==> src/rtl/bus_arbiter_pkg.sv <==
// Shared types and constants for the instruction/data bus arbiter.
// Optional feature macro used by the arbiter: BUS_ARB_TIMEOUT_EN.
package bus_arb_pkg;

    typedef enum logic [1:0] {
        IDLE  = 2'b00,
        FETCH = 2'b01,
        DATA  = 2'b10
    } arb_state_e;

    typedef enum logic {
        GRANT_FETCH = 1'b0,
        GRANT_DATA  = 1'b1
    } grant_e;

    localparam logic [1:0] SIZE_BYTE = 2'b00;
    localparam logic [1:0] SIZE_HALF = 2'b01;
    localparam logic [1:0] SIZE_WORD = 2'b10;

endpackage

==> src/rtl/bus_arbiter_if.sv <==
// External memory bus: one request channel driven by the arbiter, one response channel from memory.
interface bus_arbiter_if;

    logic        valid;
    logic        write;
    logic [31:0] addr;
    logic [31:0] wdata;
    logic [3:0]  wstrb;
    logic        ready;
    logic [31:0] rdata;

    modport master (
        output valid, write, addr, wdata, wstrb,
        input  ready, rdata
    );

    modport slave (
        input  valid, write, addr, wdata, wstrb,
        output ready, rdata
    );

endinterface

==> src/rtl/bus_arbiter_load_store_align.sv <==
// Sub-word lane steering: replicates store data, builds byte strobes and extends load data.
module load_store_align
    import bus_arb_pkg::*;
(
    input  logic [1:0]  size_i,
    input  logic        signed_i,
    input  logic [1:0]  offset_i,
    input  logic [31:0] store_data_i,
    input  logic [31:0] load_raw_i,
    output logic [31:0] wdata_o,
    output logic [3:0]  wstrb_o,
    output logic [31:0] load_data_o
);

    logic [31:0] shifted;

    always_comb begin
        shifted     = load_raw_i >> {offset_i, 3'b000};
        wdata_o     = store_data_i;
        wstrb_o     = 4'b1111;
        load_data_o = shifted;
        // Size code 11 is never issued and falls through to word handling.
        case (size_i)
            SIZE_BYTE: begin
                wdata_o     = {4{store_data_i[7:0]}};
                wstrb_o     = 4'b0001 << offset_i;
                load_data_o = {{24{signed_i & shifted[7]}}, shifted[7:0]};
            end
            SIZE_HALF: begin
                wdata_o     = {2{store_data_i[15:0]}};
                wstrb_o     = 4'b0011 << offset_i;
                load_data_o = {{16{signed_i & shifted[15]}}, shifted[15:0]};
            end
            default: ;
        endcase
    end

endmodule

==> src/rtl/bus_arbiter.sv <==
// Arbitrates the single external bus between instruction fetch and the memory stage.
// Define BUS_ARB_TIMEOUT_EN to abort transfers that wait TIMEOUT_CYCLES for ext ready.
module bus_arbiter
    import bus_arb_pkg::*;
#(
    parameter int unsigned TIMEOUT_CYCLES = 255
)
(
    input  logic        clk,
    input  logic        rst_n,
    input  logic        fetch_req,
    input  logic [31:0] fetch_addr,
    output logic [31:0] fetch_data,
    output logic        fetch_ready,
    input  logic        mem_load,
    input  logic        mem_store,
    input  logic [31:0] mem_address,
    input  logic [31:0] mem_store_data,
    input  logic [1:0]  mem_size,
    input  logic        mem_signed,
    output logic [31:0] mem_load_data,
    output logic        mem_ready,
    output logic        stall_fetch,
    output logic        stall_mem,
    output logic        bus_error,
    bus_arbiter_if.master ext
);

    arb_state_e  state_q, state_d;
    grant_e      last_grant_q, last_grant_d;
    logic        valid_q, valid_d;
    logic        write_q, write_d;
    logic [31:0] addr_q, addr_d;
    logic [31:0] wdata_q, wdata_d;
    logic [3:0]  wstrb_q, wstrb_d;

    logic        mem_req;
    logic        grant_fetch;
    logic        grant_data;
    logic        done;
    logic        timeout;
    logic [31:0] lsa_wdata;
    logic [3:0]  lsa_wstrb;
    logic [31:0] lsa_load;
    logic        unused_fetch_lsb;

    assign mem_req          = mem_load | mem_store;
    assign unused_fetch_lsb = ^fetch_addr[1:0];

    // Requests are held stable until ready, so live inputs steer both store lanes and load extension.
    load_store_align u_align (
        .size_i       (mem_size),
        .signed_i     (mem_signed),
        .offset_i     (mem_address[1:0]),
        .store_data_i (mem_store_data),
        .load_raw_i   (ext.rdata),
        .wdata_o      (lsa_wdata),
        .wstrb_o      (lsa_wstrb),
        .load_data_o  (lsa_load)
    );

`ifdef BUS_ARB_TIMEOUT_EN
    localparam int unsigned CNT_W = $clog2(TIMEOUT_CYCLES + 2);

    logic [CNT_W-1:0] tmo_cnt_q, tmo_cnt_d;

    always_comb begin
        tmo_cnt_d = tmo_cnt_q + 1'b1;
        if (!valid_q || ext.ready || timeout) begin
            tmo_cnt_d = '0;
        end
    end

    always_ff @(posedge clk or negedge rst_n) begin
        if (!rst_n) begin
            tmo_cnt_q <= '0;
        end else begin
            tmo_cnt_q <= tmo_cnt_d;
        end
    end

    assign timeout = valid_q && !ext.ready && (tmo_cnt_q == CNT_W'(TIMEOUT_CYCLES));
`else
    logic unused_timeout_cfg;
    assign unused_timeout_cfg = (TIMEOUT_CYCLES != 0);
    assign timeout            = 1'b0;
`endif

    assign done = valid_q && (ext.ready || timeout);

    // A tie goes to whichever requester did not own the previous transfer.
    always_comb begin
        grant_fetch = 1'b0;
        grant_data  = 1'b0;
        if (state_q == IDLE) begin
            if (fetch_req && mem_req) begin
                grant_data  = (last_grant_q == GRANT_FETCH);
                grant_fetch = (last_grant_q == GRANT_DATA);
            end else begin
                grant_fetch = fetch_req;
                grant_data  = mem_req;
            end
        end
    end

    always_ff @(posedge clk or negedge rst_n) begin
        if (!rst_n) begin
            state_q      <= IDLE;
            last_grant_q <= GRANT_FETCH;
        end else begin
            state_q      <= state_d;
            last_grant_q <= last_grant_d;
        end
    end

    always_comb begin
        state_d      = state_q;
        last_grant_d = last_grant_q;
        unique case (state_q)
            IDLE: begin
                if (grant_data) begin
                    state_d = DATA;
                end else if (grant_fetch) begin
                    state_d = FETCH;
                end
            end
            FETCH: begin
                if (done) begin
                    state_d      = IDLE;
                    last_grant_d = GRANT_FETCH;
                end
            end
            DATA: begin
                if (done) begin
                    state_d      = IDLE;
                    last_grant_d = GRANT_DATA;
                end
            end
            default: state_d = IDLE;
        endcase
    end

    always_comb begin
        valid_d = valid_q;
        write_d = write_q;
        addr_d  = addr_q;
        wdata_d = wdata_q;
        wstrb_d = wstrb_q;
        if (grant_data) begin
            valid_d = 1'b1;
            write_d = mem_store;
            addr_d  = {mem_address[31:2], 2'b00};
            wdata_d = mem_store ? lsa_wdata : '0;
            wstrb_d = mem_store ? lsa_wstrb : '0;
        end else if (grant_fetch) begin
            valid_d = 1'b1;
            write_d = 1'b0;
            addr_d  = {fetch_addr[31:2], 2'b00};
            wdata_d = '0;
            wstrb_d = '0;
        end else if (done) begin
            valid_d = 1'b0;
        end
    end

    always_ff @(posedge clk or negedge rst_n) begin
        if (!rst_n) begin
            valid_q <= 1'b0;
            write_q <= 1'b0;
            addr_q  <= '0;
            wdata_q <= '0;
            wstrb_q <= '0;
        end else begin
            valid_q <= valid_d;
            write_q <= write_d;
            addr_q  <= addr_d;
            wdata_q <= wdata_d;
            wstrb_q <= wstrb_d;
        end
    end

    assign ext.valid = valid_q;
    assign ext.write = write_q;
    assign ext.addr  = addr_q;
    assign ext.wdata = wdata_q;
    assign ext.wstrb = wstrb_q;

    always_comb begin
        fetch_ready   = (state_q == FETCH) && done;
        mem_ready     = (state_q == DATA) && done;
        bus_error     = timeout;
        fetch_data    = (fetch_ready && !timeout) ? ext.rdata : '0;
        mem_load_data = (mem_ready && !timeout) ? lsa_load : '0;
        stall_fetch   = fetch_req && !fetch_ready;
        stall_mem     = mem_req && !mem_ready;
    end

endmodule

==> src/flat_wrapper.sv <==
// flat-port wrapper written by rule: the top's interface ports become plain ports
module bus_arbiter_flat import bus_arb_pkg::*;
#(
    parameter int unsigned TIMEOUT_CYCLES = 255
)
  (clk, rst_n, fetch_req, fetch_addr, fetch_data, fetch_ready, mem_load, mem_store, mem_address, mem_store_data, mem_size, mem_signed, mem_load_data, mem_ready, stall_fetch, stall_mem, bus_error, ext_valid, ext_write, ext_addr, ext_wdata, ext_wstrb, ext_ready, ext_rdata);
  bus_arbiter_if ext_i ();
  input  logic clk;
  input  logic rst_n;
  input  logic fetch_req;
  input  logic [31:0] fetch_addr;
  output logic [31:0] fetch_data;
  output logic fetch_ready;
  input  logic mem_load;
  input  logic mem_store;
  input  logic [31:0] mem_address;
  input  logic [31:0] mem_store_data;
  input  logic [1:0] mem_size;
  input  logic mem_signed;
  output logic [31:0] mem_load_data;
  output logic mem_ready;
  output logic stall_fetch;
  output logic stall_mem;
  output logic bus_error;
  output wire logic [$bits(ext_i.valid)-1:0] ext_valid;
  output wire logic [$bits(ext_i.write)-1:0] ext_write;
  output wire logic [$bits(ext_i.addr)-1:0] ext_addr;
  output wire logic [$bits(ext_i.wdata)-1:0] ext_wdata;
  output wire logic [$bits(ext_i.wstrb)-1:0] ext_wstrb;
  input wire logic [$bits(ext_i.ready)-1:0] ext_ready;
  input wire logic [$bits(ext_i.rdata)-1:0] ext_rdata;
  assign ext_valid = ext_i.valid;
  assign ext_write = ext_i.write;
  assign ext_addr = ext_i.addr;
  assign ext_wdata = ext_i.wdata;
  assign ext_wstrb = ext_i.wstrb;
  assign ext_i.ready = ext_ready;
  assign ext_i.rdata = ext_rdata;
  bus_arbiter #(.TIMEOUT_CYCLES(TIMEOUT_CYCLES)) u_core (.clk(clk), .rst_n(rst_n), .fetch_req(fetch_req), .fetch_addr(fetch_addr), .fetch_data(fetch_data), .fetch_ready(fetch_ready), .mem_load(mem_load), .mem_store(mem_store), .mem_address(mem_address), .mem_store_data(mem_store_data), .mem_size(mem_size), .mem_signed(mem_signed), .mem_load_data(mem_load_data), .mem_ready(mem_ready), .stall_fetch(stall_fetch), .stall_mem(stall_mem), .bus_error(bus_error), .ext(ext_i));
endmodule
==> config.mk <==
export PLATFORM = sky130hd
export DESIGN_NAME = bus_arbiter_flat
export DESIGN_NICKNAME = d
export VERILOG_FILES = /design/src/rtl/bus_arbiter_pkg.sv /design/src/rtl/bus_arbiter_if.sv /design/src/rtl/bus_arbiter_load_store_align.sv /design/src/rtl/bus_arbiter.sv /design/src/flat_wrapper.sv
export SDC_FILE = /design/constraint.sdc
export NUM_CORES = 1
export LEC_CHECK = 0
export CAP_MARGIN = 10
export CORE_ASPECT_RATIO = 0.6
export CORE_MARGIN = 1
export CORE_UTILIZATION = 39
export CTS_CLUSTER_SIZE = 8
export DETAILED_ROUTE_END_ITERATION = 7
export PLACE_DENSITY = 0.9
export SYNTH_ARGS = -nofsm -noshare
export SYNTH_HDL_FRONTEND = slang
export SYNTH_HIERARCHICAL = 1
export SYNTH_SLANG_ARGS = --single-unit
==> constraint.sdc <==
create_clock -name clk -period 1.97 [get_ports clk]
set_input_delay 0.394 -clock clk [delete_from_list [all_inputs] [get_ports clk]]
set_output_delay 0.394 -clock clk [all_outputs]
set_load 0.005 [all_outputs]
==> reports/metrics.yaml, run 1 <==
status: "complete, but fails checks"
violations: "setup timing"
ys_ff_latch: 71
gp_congestion: 0.929
startpoint_type: "input pin"
gr-total-overflow: 0
first_iter_violations: 403
synthTopCellsByArea: "dfrtp_1, and2_1, o21ai_0"
h-tree-depth: 3
drive_above_1_share_pct: 34.3
wire_per_inst_um: 20.3
ys_seq_area_share_pct: 37.2
setup_viol: 67
first_pass_iters: 5
grt_usage_pct: 31.3
drv_cap: 0
num_rows: 30
drc: 0
synth_area_um2: 4770
avgSynthCellArea_um2: 8.88
power_density_nw_per_um2: 1030
worstHoldPathType: "flop to flop"
path_cells: "buf_8 > mux2_4 > buf_6 > a32oi_4 > buf_6 > o211ai_1 > and2_4 > buf_2"
viasPerCell: 5.53
totalWireLength_um: 20600
crit_arrival_ps: 1800
syn2layout_area_growth_pct: 88.0
seq_area_um2: 1780
yosysWarningCount: 6
cts_buffers: 9
crit_path_max_fanout: 8
max_stage_delay_ps: 320
ys.flop_type: "dfrtp_1"
fin_crit_sh_pct: 111
synth-async-reset-ratio_pct: 100
worst_path_most_repeated_cell: "buf_6"
antenna_found_initial: 0
synth_edf_count: 0
start_util_pct: 41.1
dpl_cell_area_um2: 7910
place_inst: 963
drv_slew: 0
min_period_ps: 2200
rsz0062_at_grt: "yes"
yosysMostFrequentCell: "dfrtp_1"
cts_tree: "yes"
vdd.ir_drop.worst_uv: 632
ctsLongestPathBuffers: 2
dp_slack_ps: -915
grt_pass1_vias: 5639
cp_top_family: "buffers and inverters"
postSynthCellCount: 537
crit_slowest_cell: "mux2_4"
cts-root-buf: "clkbuf_16"
multi_input_area_um2: 2860
cp.required_ps: 1580
fin_nets: 987
synth_top_cell_by_area: "dfrtp_1"
die_w_um: 145
design_area_um2: 8970
synth_common_cells: "dfrtp_1, o21ai_0, and2_1, nand2_1, a21oi_1"
design.die.area_um2: 12700
clock_skew_ps: 7.33
io_pins: 276
post-route-util_pct: 77.3
grt_pass1_wl_um: 29800
fin_cells: 1012
cts_num_sinks: 71
hold_violations: 0
grt_max_degree: 45
portBuffers: 270
layout_setup_ws_ps: -226
clock.fmax_mhz: 455
dr_total_vias: 5593
path_clk_slew_ps: 50
synth_top_area_share_pct: 37.2
clk_latency_ps: 320
crit_type: "input pin to primary output"
p_leak_nw: 3.96
end_kind: "primary output"
core_area_um2: 11600
die_h_um: 87.7
nFillCells: 701
place_hpwl_um: 13700
ys_types: 41
cp_num_buf_inv: 4
ant_nets: 0
n_antenna_cell: 0
-- cell type report --
class                           count  area share (%)
Tap cell                          160            2.23
Sequential cell                    71            19.8
Clock buffer                       13            2.79
Clock inverter                      3           0.474
Inverter                            4           0.167
Timing Repair Buffer              361            42.6
Multi-Input combinational cell    400            31.9
-- metal layers --
metal | track usage [%] | share of wire (%) | vias up
met5 | 0 | 0 | -
met4 | 11.9 | 3.2 | 0
met3 | 7.76 | 7.7 | 57
met2 | 52.2 | 47 | 317
met1 | 39.3 | 42 | 2714
li1 | - | - | 2505
-- worst reg2reg max path, cell delays in order, from the launching register on --
cell,delay (ps)
dfrtp_1,400
inv_2,100
buf_4,120
buf_4,90
buf_4,90
ha_2,250
o31ai_4,100
buf_4,160
buf_12,150
a22o_1,260
-- stage by stage --
step                      hold slack (ps)  power [mW]  setup TNS, ps
after CTS                             482        9.08          -8700
after floorplan                      98.4        4.31              0
after global placement                334        6.80         -40550
after detailed placement              336        6.99         -42980
final                                 475        9.27          -9770
after global routing                  503        9.80         -12280
-- state kept, by name, summed over array words and instances (netlist names) --
signal,cells
u_core/ext.valid,1
u_core/ext.wdata,32
u_core/ext.wstrb,4
u_core/ext.write,1
u_core/ext.addr,30
u_core/state_q,2
u_core/last_grant_q,1
-- power by group --
part	leakage [nW]	switching, mW	total (mW)	internal, mW
Clock	0.140	0.577	1.59	1.01
Sequential	0.901	0.436	2.56	2.13
Combinational	2.91	2.16	5.12	2.96
-- worst paths after layout --
path | start | endpoint | slack [ps] | depth (start not counted)
max | mem_address[0] | mem_load_data[17] | -230 | 8
min | u_core/ext.addr[5] | u_core/ext.addr[5] | 470 | 2
max reg2reg | u_core/state_q[1] | u_core/ext.wstrb[3] | 130 | 9
min reg2reg | u_core/ext.addr[5] | u_core/ext.addr[5] | 470 | 2
max in group asynchronous | rst_n | u_core/state_q[0] | 830 | 3
min in group asynchronous | rst_n | u_core/ext.wdata[0] | 540 | 2
-- timing repair --
action	4_1_cts	5_1_grt
pin swaps	33	16
setup endpoints to repair	68	69
cloned	7	0
endpoints found under the hold margin	27	0
hold buffers	1	0
resized for setup	410	70
setup buffers	26	3
-- logic make-up (layout without fill, tap and decap cells) --
group           Yosys count  in the layout  share of synthesized area, %
flops                    71             71                          37.2
simple gates            154            154                          16.9
buf+inv                  68            381                          7.76
mux                      49             49                          11.1
fa+ha+maj                 3              3                         0.787
other cells               1              3                        0.0786
compound gates          191            191                          26.1
-- cells in the final DEF (no fill, tap or decap), drive strengths merged, types with 5 or more instances in the layout --
cell type / n
a21oi: 46
a22o: 39
and2: 65
buf: 161
clkbuf: 16
clkdlybuf4s50: 190
dfrtp: 71
mux2: 26
mux2i: 23
nand2: 63
nor2: 5
o211ai: 16
o21ai: 78
or2: 7
Note: power is estimated with default switching activity, not from simulation.
==> run 2, diff against run 1 <==
Settings changed: CORE_ASPECT_RATIO 0.6 to 2.
==> run 2 against run 1 <==
The flow still finishes with violations (setup timing). Combinational power decreased by 2%. Utilization decreased by 2.6 points. Sequential share of layout area increased by 0.26 points. Sequential cell count unchanged. Count of clock-buffer cells in the layout decreased by 4. Critical path type unchanged. Largest power group unchanged. Highest routed layer unchanged.
==> reports/metrics.yaml, run 2 (same netlist as run 1, synthesis figures left out) <==
drc: 0  # unchanged
setup_viol: 66  # was 67
finalPower_mw: 9.16  # was 9.27 mW
first_iter_violations: 333  # was 403
portBuffers: 270  # unchanged
syn2layout_area_growth_pct: 85.5  # was 88.0%
die_w_um: 80.2  # was 145 um
ant_nets: 0  # unchanged
crit_slowest_cell: "clkdlybuf4s50_1"  # was mux2_4
min_period_ps: 2170  # was 2200 ps
post-route-util_pct: 74.8  # was 77.3%
fin_nets: 987  # unchanged
crit_arrival_ps: 1770  # was 1800 ps
cts-root-buf: "clkbuf_16"  # unchanged
clk_latency_ps: 320  # about the same
cp.required_ps: 1580  # about the same
core_area_um2: 11800  # was 11600 um2
grt_pass1_wl_um: 30900  # was 29800 um
gp_congestion: 0.958  # was 0.929
rsz0062_at_grt: "yes"  # unchanged
cts_num_sinks: 71  # unchanged
crit_type: "input pin to primary output"  # unchanged
drive_above_1_share_pct: 34.0  # was 34.3%
vdd.ir_drop.worst_uv: 849  # was 632 uV
ctsHoldBuffers: 0  # was 1
path_clk_slew_ps: 60  # was 50 ps
power_density_nw_per_um2: 1030  # about the same
final_common_cell: "clkdlybuf4s50_1"  # unchanged
totalWireLength_um: 21200  # was 20600 um
cts_buffers: 9  # unchanged
startpoint_type: "input pin"  # unchanged
cp_num_buf_inv: 2  # was 4
dr_total_vias: 5619  # was 5593
fin_crit_sh_pct: 110  # was 111%
status: "complete, but fails checks"  # unchanged
path_cells: "clkdlybuf4s50_1 > mux2i_1 > or2_2 > a21oi_1 > and2_4 > buf_6"  # was buf_8 > mux2_4 > buf_6 > a32oi_4 > buf_6 > o211ai_1 > and2_4 > buf_2
drv_slew: 0  # unchanged
largest_reg_flops: 32  # unchanged
crit_cells: 6  # was 8
fin_cells: 997  # was 1012
rr_worst_depth: 8  # was 9
hold_violations: 0  # unchanged
layout_setup_ws_ps: -197  # was -226 ps
layout_common_cells: "clkdlybuf4s50_1, dfrtp_1, o21ai_0"  # was clkdlybuf4s50_1, buf_6, dfrtp_1
cts_tree: "yes"  # unchanged
end_kind: "primary output"  # unchanged
place_inst: 952  # was 963
crit_path_max_fanout: 2  # was 8
h-tree-depth: 3  # unchanged
design.die.area_um2: 12700  # about the same
clock_skew_ps: 4.48  # was 7.33 ps
place_hpwl_um: 14200  # was 13700 um
clock.fmax_mhz: 461  # was 455 MHz
max_stage_delay_ps: 490  # was 320 ps
ctsLongestPathBuffers: 2  # unchanged
start_util_pct: 40.3  # was 41.1%
gr-total-overflow: 0  # unchanged
viasPerCell: 5.64  # was 5.53
n_antenna_cell: 0  # unchanged
p_leak_nw: 3.95  # was 3.96 nW
worstHoldPathType: "input pin to async pin"  # was flop to flop
violations: "setup timing"  # unchanged
drv_cap: 0  # unchanged
cp_top_family: "buffers and inverters"  # unchanged
antenna_found_initial: 0  # unchanged
grt_usage_pct: 32.7  # was 31.3%
wire_per_inst_um: 21.3  # was 20.3 um
final.setup.tns_ps: -7000  # was -9770 ps
io_pins: 276  # unchanged
die_h_um: 158  # was 87.7 um
grt_pass1_vias: 5867  # was 5639
num_rows: 56  # was 30
first_pass_iters: 5  # unchanged
grt_max_degree: 72  # was 45
run 2: cell types whose count changed in the layout (fill, tap and decap cells not counted), sizes merged:
cell,before,now
clkdlybuf4s50,190,188
dlymetal6s2s,1,3
dlygate4sd3,1,0
buf,161,167
dlygate4sd2,2,1
clkinvlp,1,2
clkbuf,16,10
inv,4,5
clkinv,1,3
clkdlybuf4s15,3,1
run 2: metal layers:
metal,vias to the layer above,wire (um),track usage [%]
li1,2504,-,-
met1,2637,6840,30.9
met2,359,11300,60.9
met3,119,1450,6.19
met4,0,1640,23.9
met5,-,0,0
run 2: power breakdown:
part	switching, mW	internal (mW)
Combinational	2.17	2.85
Clock	0.625	0.981
Sequential	0.416	2.12
Total	3.21	5.95
run 2: worst paths after layout:
kind	start	slack [ps]	to
max	ext_rdata[8]	-200	mem_load_data[8]
min	rst_n	70	u_core/ext.wdata[4]
max reg2reg	u_core/state_q[1]	150	u_core/ext.addr[14]
min reg2reg	u_core/ext.addr[15]	480	u_core/ext.addr[15]
max in group asynchronous	rst_n	1560	u_core/state_q[0]
min in group clk	u_core/ext.addr[15]	480	u_core/ext.addr[15]
run 2: area by class of cell:
type	instances	area, um2
Clock inverter	7	72.6
Sequential cell	71	1780
Inverter	4	15.0
Timing Repair Buffer	361	3730
Multi-Input combinational cell	400	2850
Clock buffer	9	225
Fill cell	774	2990
Tap cell	145	181
run 2: through the flow:
| step | setup slack [ps] | area, um2 | hold WS (ps) |
|---|---|---|---|
| CTS | -220 | 8710 | 85.9 |
| floorplan | 87.5 | 4780 | 98.4 |
| finish | -197 | 8850 | 65.5 |
| global route | -253 | 8850 | 96.6 |
| detailed placement | -960 | 7920 | 435 |
| global placement | -878 | 7920 | 427 |
run 2: repair_timing:
action | in CTS | in global routing
endpoints found under the hold margin | 0 | 0
setup buffers | 22 | 1
pin swaps | 35 | 20
cloned | 10 | 0
endpoints found under the setup margin | 68 | 69
gates resized for setup | 400 | 58
==> variant: new RTL, settings of run 1 <==
Register the output `bus_error`, cleared by the reset; this adds one clock of latency there. The other outputs are not delayed to match.
--- a/src/rtl/bus_arbiter.sv
+++ b/src/rtl/bus_arbiter.sv
@@ -26,6 +26,8 @@
     bus_arbiter_if.master ext
 );
 
+    logic bus_error_d;
+
     arb_state_e  state_q, state_d;
     grant_e      last_grant_q, last_grant_d;
     logic        valid_q, valid_d;
@@ -188,12 +190,20 @@
     always_comb begin
         fetch_ready   = (state_q == FETCH) && done;
         mem_ready     = (state_q == DATA) && done;
-        bus_error     = timeout;
+        bus_error_d   = timeout;
         fetch_data    = (fetch_ready && !timeout) ? ext.rdata : '0;
         mem_load_data = (mem_ready && !timeout) ? lsa_load : '0;
         stall_fetch   = fetch_req && !fetch_ready;
         stall_mem     = mem_req && !mem_ready;
     end
 
+    always_ff @(posedge clk or negedge rst_n) begin
+        if (!rst_n) begin
+            bus_error <= '0;
+        end else begin
+            bus_error <= bus_error_d;
+        end
+    end
+
 endmodule
 
Check against the original RTL: equivalent (Yosys induction, for registers that start in step).
==> variant against run 1 <==
The run still ends with setup timing left; final area down 0.67%; sequential cell count unchanged; hold slack better by 0.0091 ns; total power down 1.4%; routed wire length up 2.5%; area after synthesis up 0.52%; via count up 2.3%; worst setup slack worse by 0.028 ns; critical endpoint is now mem_load_data[18]; highest routed layer unchanged.
==> variant: results <==
export IMPL_grt_pass1_vias=5804
export IMPL_seq_area_frac_synth_pct=37.05
export IMPL_synthTopCellsByCount="dfrtp_1 (71), and2_1 (65), nand2_1 (61), o21ai_0 (49), a21oi_1 (46)"
export IMPL_power_leakage_nw=3.998
export IMPL_nets=988
export IMPL_outcome="finished, violations left"
export IMPL_critPathMaxFanout=8
export IMPL_grt_max_degree=48
export IMPL_place_area_sq_mm=0.007856
export IMPL_reg2reg_depth=7
export IMPL_violations="setup timing"
export IMPL_vdd_drop_max_mv=0.5666
export IMPL_fillers=729
export IMPL_finalSetupViolations=62
export IMPL_path_clk_slew_ns=0.06
export IMPL_antenna_cells=0
export IMPL_skew_ns=0.007348
export IMPL_clock_latency_ns=0.33
export IMPL_layout_drive_gt1_share_pct=34.58
export IMPL_r2r_slack_ns=0.13
export IMPL_yosys_cell_types_count=43
export IMPL_grt_pass1_wl_mm=31.13
export IMPL_grt_use_total_pct=31.70
export IMPL_r2r_end="u_core/ext.addr[4]$_DFFE_PN0P_"
export IMPL_largest_reg_flops=32
export IMPL_hold_path_cell_count=1
export IMPL_numCtsBuffers=9
export IMPL_synth_area_top_cells="dfrtp_1 (37%), and2_1 (8.5%), a22o_1 (6.6%)"
export IMPL_cp_slowest_cell="o21a_2"
export IMPL_h_tree_depth=3
export IMPL_fin_ws_ns=-0.2531
export IMPL_routed_wl_mm=21.11
export IMPL_place_gp_congestion=0.9277
export IMPL_yosys_warnings=6
export IMPL_critPathMaxStageDelay_ns=0.28
export IMPL_arrival_ns=1.83
export IMPL_firstDrtPassIters=8
export IMPL_dp_hpwl_mm=13.48
export IMPL_min_from="u_core/ext.write$_DFFE_PN0P_"
export IMPL_via_count=5719
export IMPL_drt_initial_drc_count=456
export IMPL_holdPathEnd="u_core/ext.write$_DFFE_PN0P_"
variant: power by group:
group | total [mW] | internal [mW] | switching [mW]
Clock | 1.63 | 0.982 | 0.647
Combinational | 4.98 | 2.84 | 2.14
Sequential | 2.54 | 2.12 | 0.413
Total | 9.14 | 5.94 | 3.20
variant: area by class of cell:
class	instances	area, sq um	area share, %
Clock buffer	9	225.2	2.528
Tap cell	160	200.2	2.248
Inverter	5	18.77	0.2107
Clock inverter	7	72.57	0.8147
Timing Repair Buffer	360	3741	42.00
Multi-Input combinational cell	401	2873	32.25
Sequential cell	71	1777	19.95
variant: kinds of logic after synthesis:
group	share of synthesized area (%)
adders and majority gates	0.7828
muxes	11.06
other	0.07819
buffers and inverters	8.035
DFF	37.05
AOI/OAI and AO/OA	26.19
and+or+nand+nor	16.80
variant: worst max-delay path by stage:
stage / start / end / slack, ns / cells after the start
final: mem_address[0] / mem_load_data[18] / -0.25 / 9
after global routing: mem_address[0] / mem_load_data[25] / -0.30 / 9
after CTS: mem_address[0] / mem_load_data[21] / -0.22 / 10
after detailed placement: mem_address[0] / mem_load_data[12] / -0.96 / 7
after global placement: mem_address[0] / mem_load_data[10] / -0.88 / 7
after floorplan: mem_address[0] / mem_load_data[23] / 0.09 / 6
variant: what timing repair did:
item	in CTS	in global routing
hold endpoints to repair	25	0
pin swaps	29	20
setup endpoints to repair	68	98
buffers inserted	23	4
cloned	11	3
resized for setup	402	87
hold buffers	1	0
variant: metrics by stage:
stage / setup TNS, ns / hold slack [ns] / cells / worst slack [ns] / utilization [%]
CTS: -7.586 / 0.4583 / 1013 / -0.2236 / 74.42
floorplan: 0 / 0.09841 / 540 / 0.08752 / -
detailed placement: -44.48 / 0.3262 / 962 / -0.9618 / 67.52
finish: -7.258 / 0.4839 / 1013 / -0.2531 / 76.55
global route: -9.946 / 0.5082 / 1013 / -0.2996 / 76.55
global placement: -40.60 / 0.3177 / 962 / -0.8826 / 67.52
variant: routing by layer:
metal	GRT usage [%]	vias up	share of wire, %	routed length [um]
li1	-	2507	-	-
met1	38.63	2737	39	8227
met5	0	-	0	0
met2	52.27	389	46	9814
met3	9.740	86	10	2150
met4	14.93	0	4.3	914
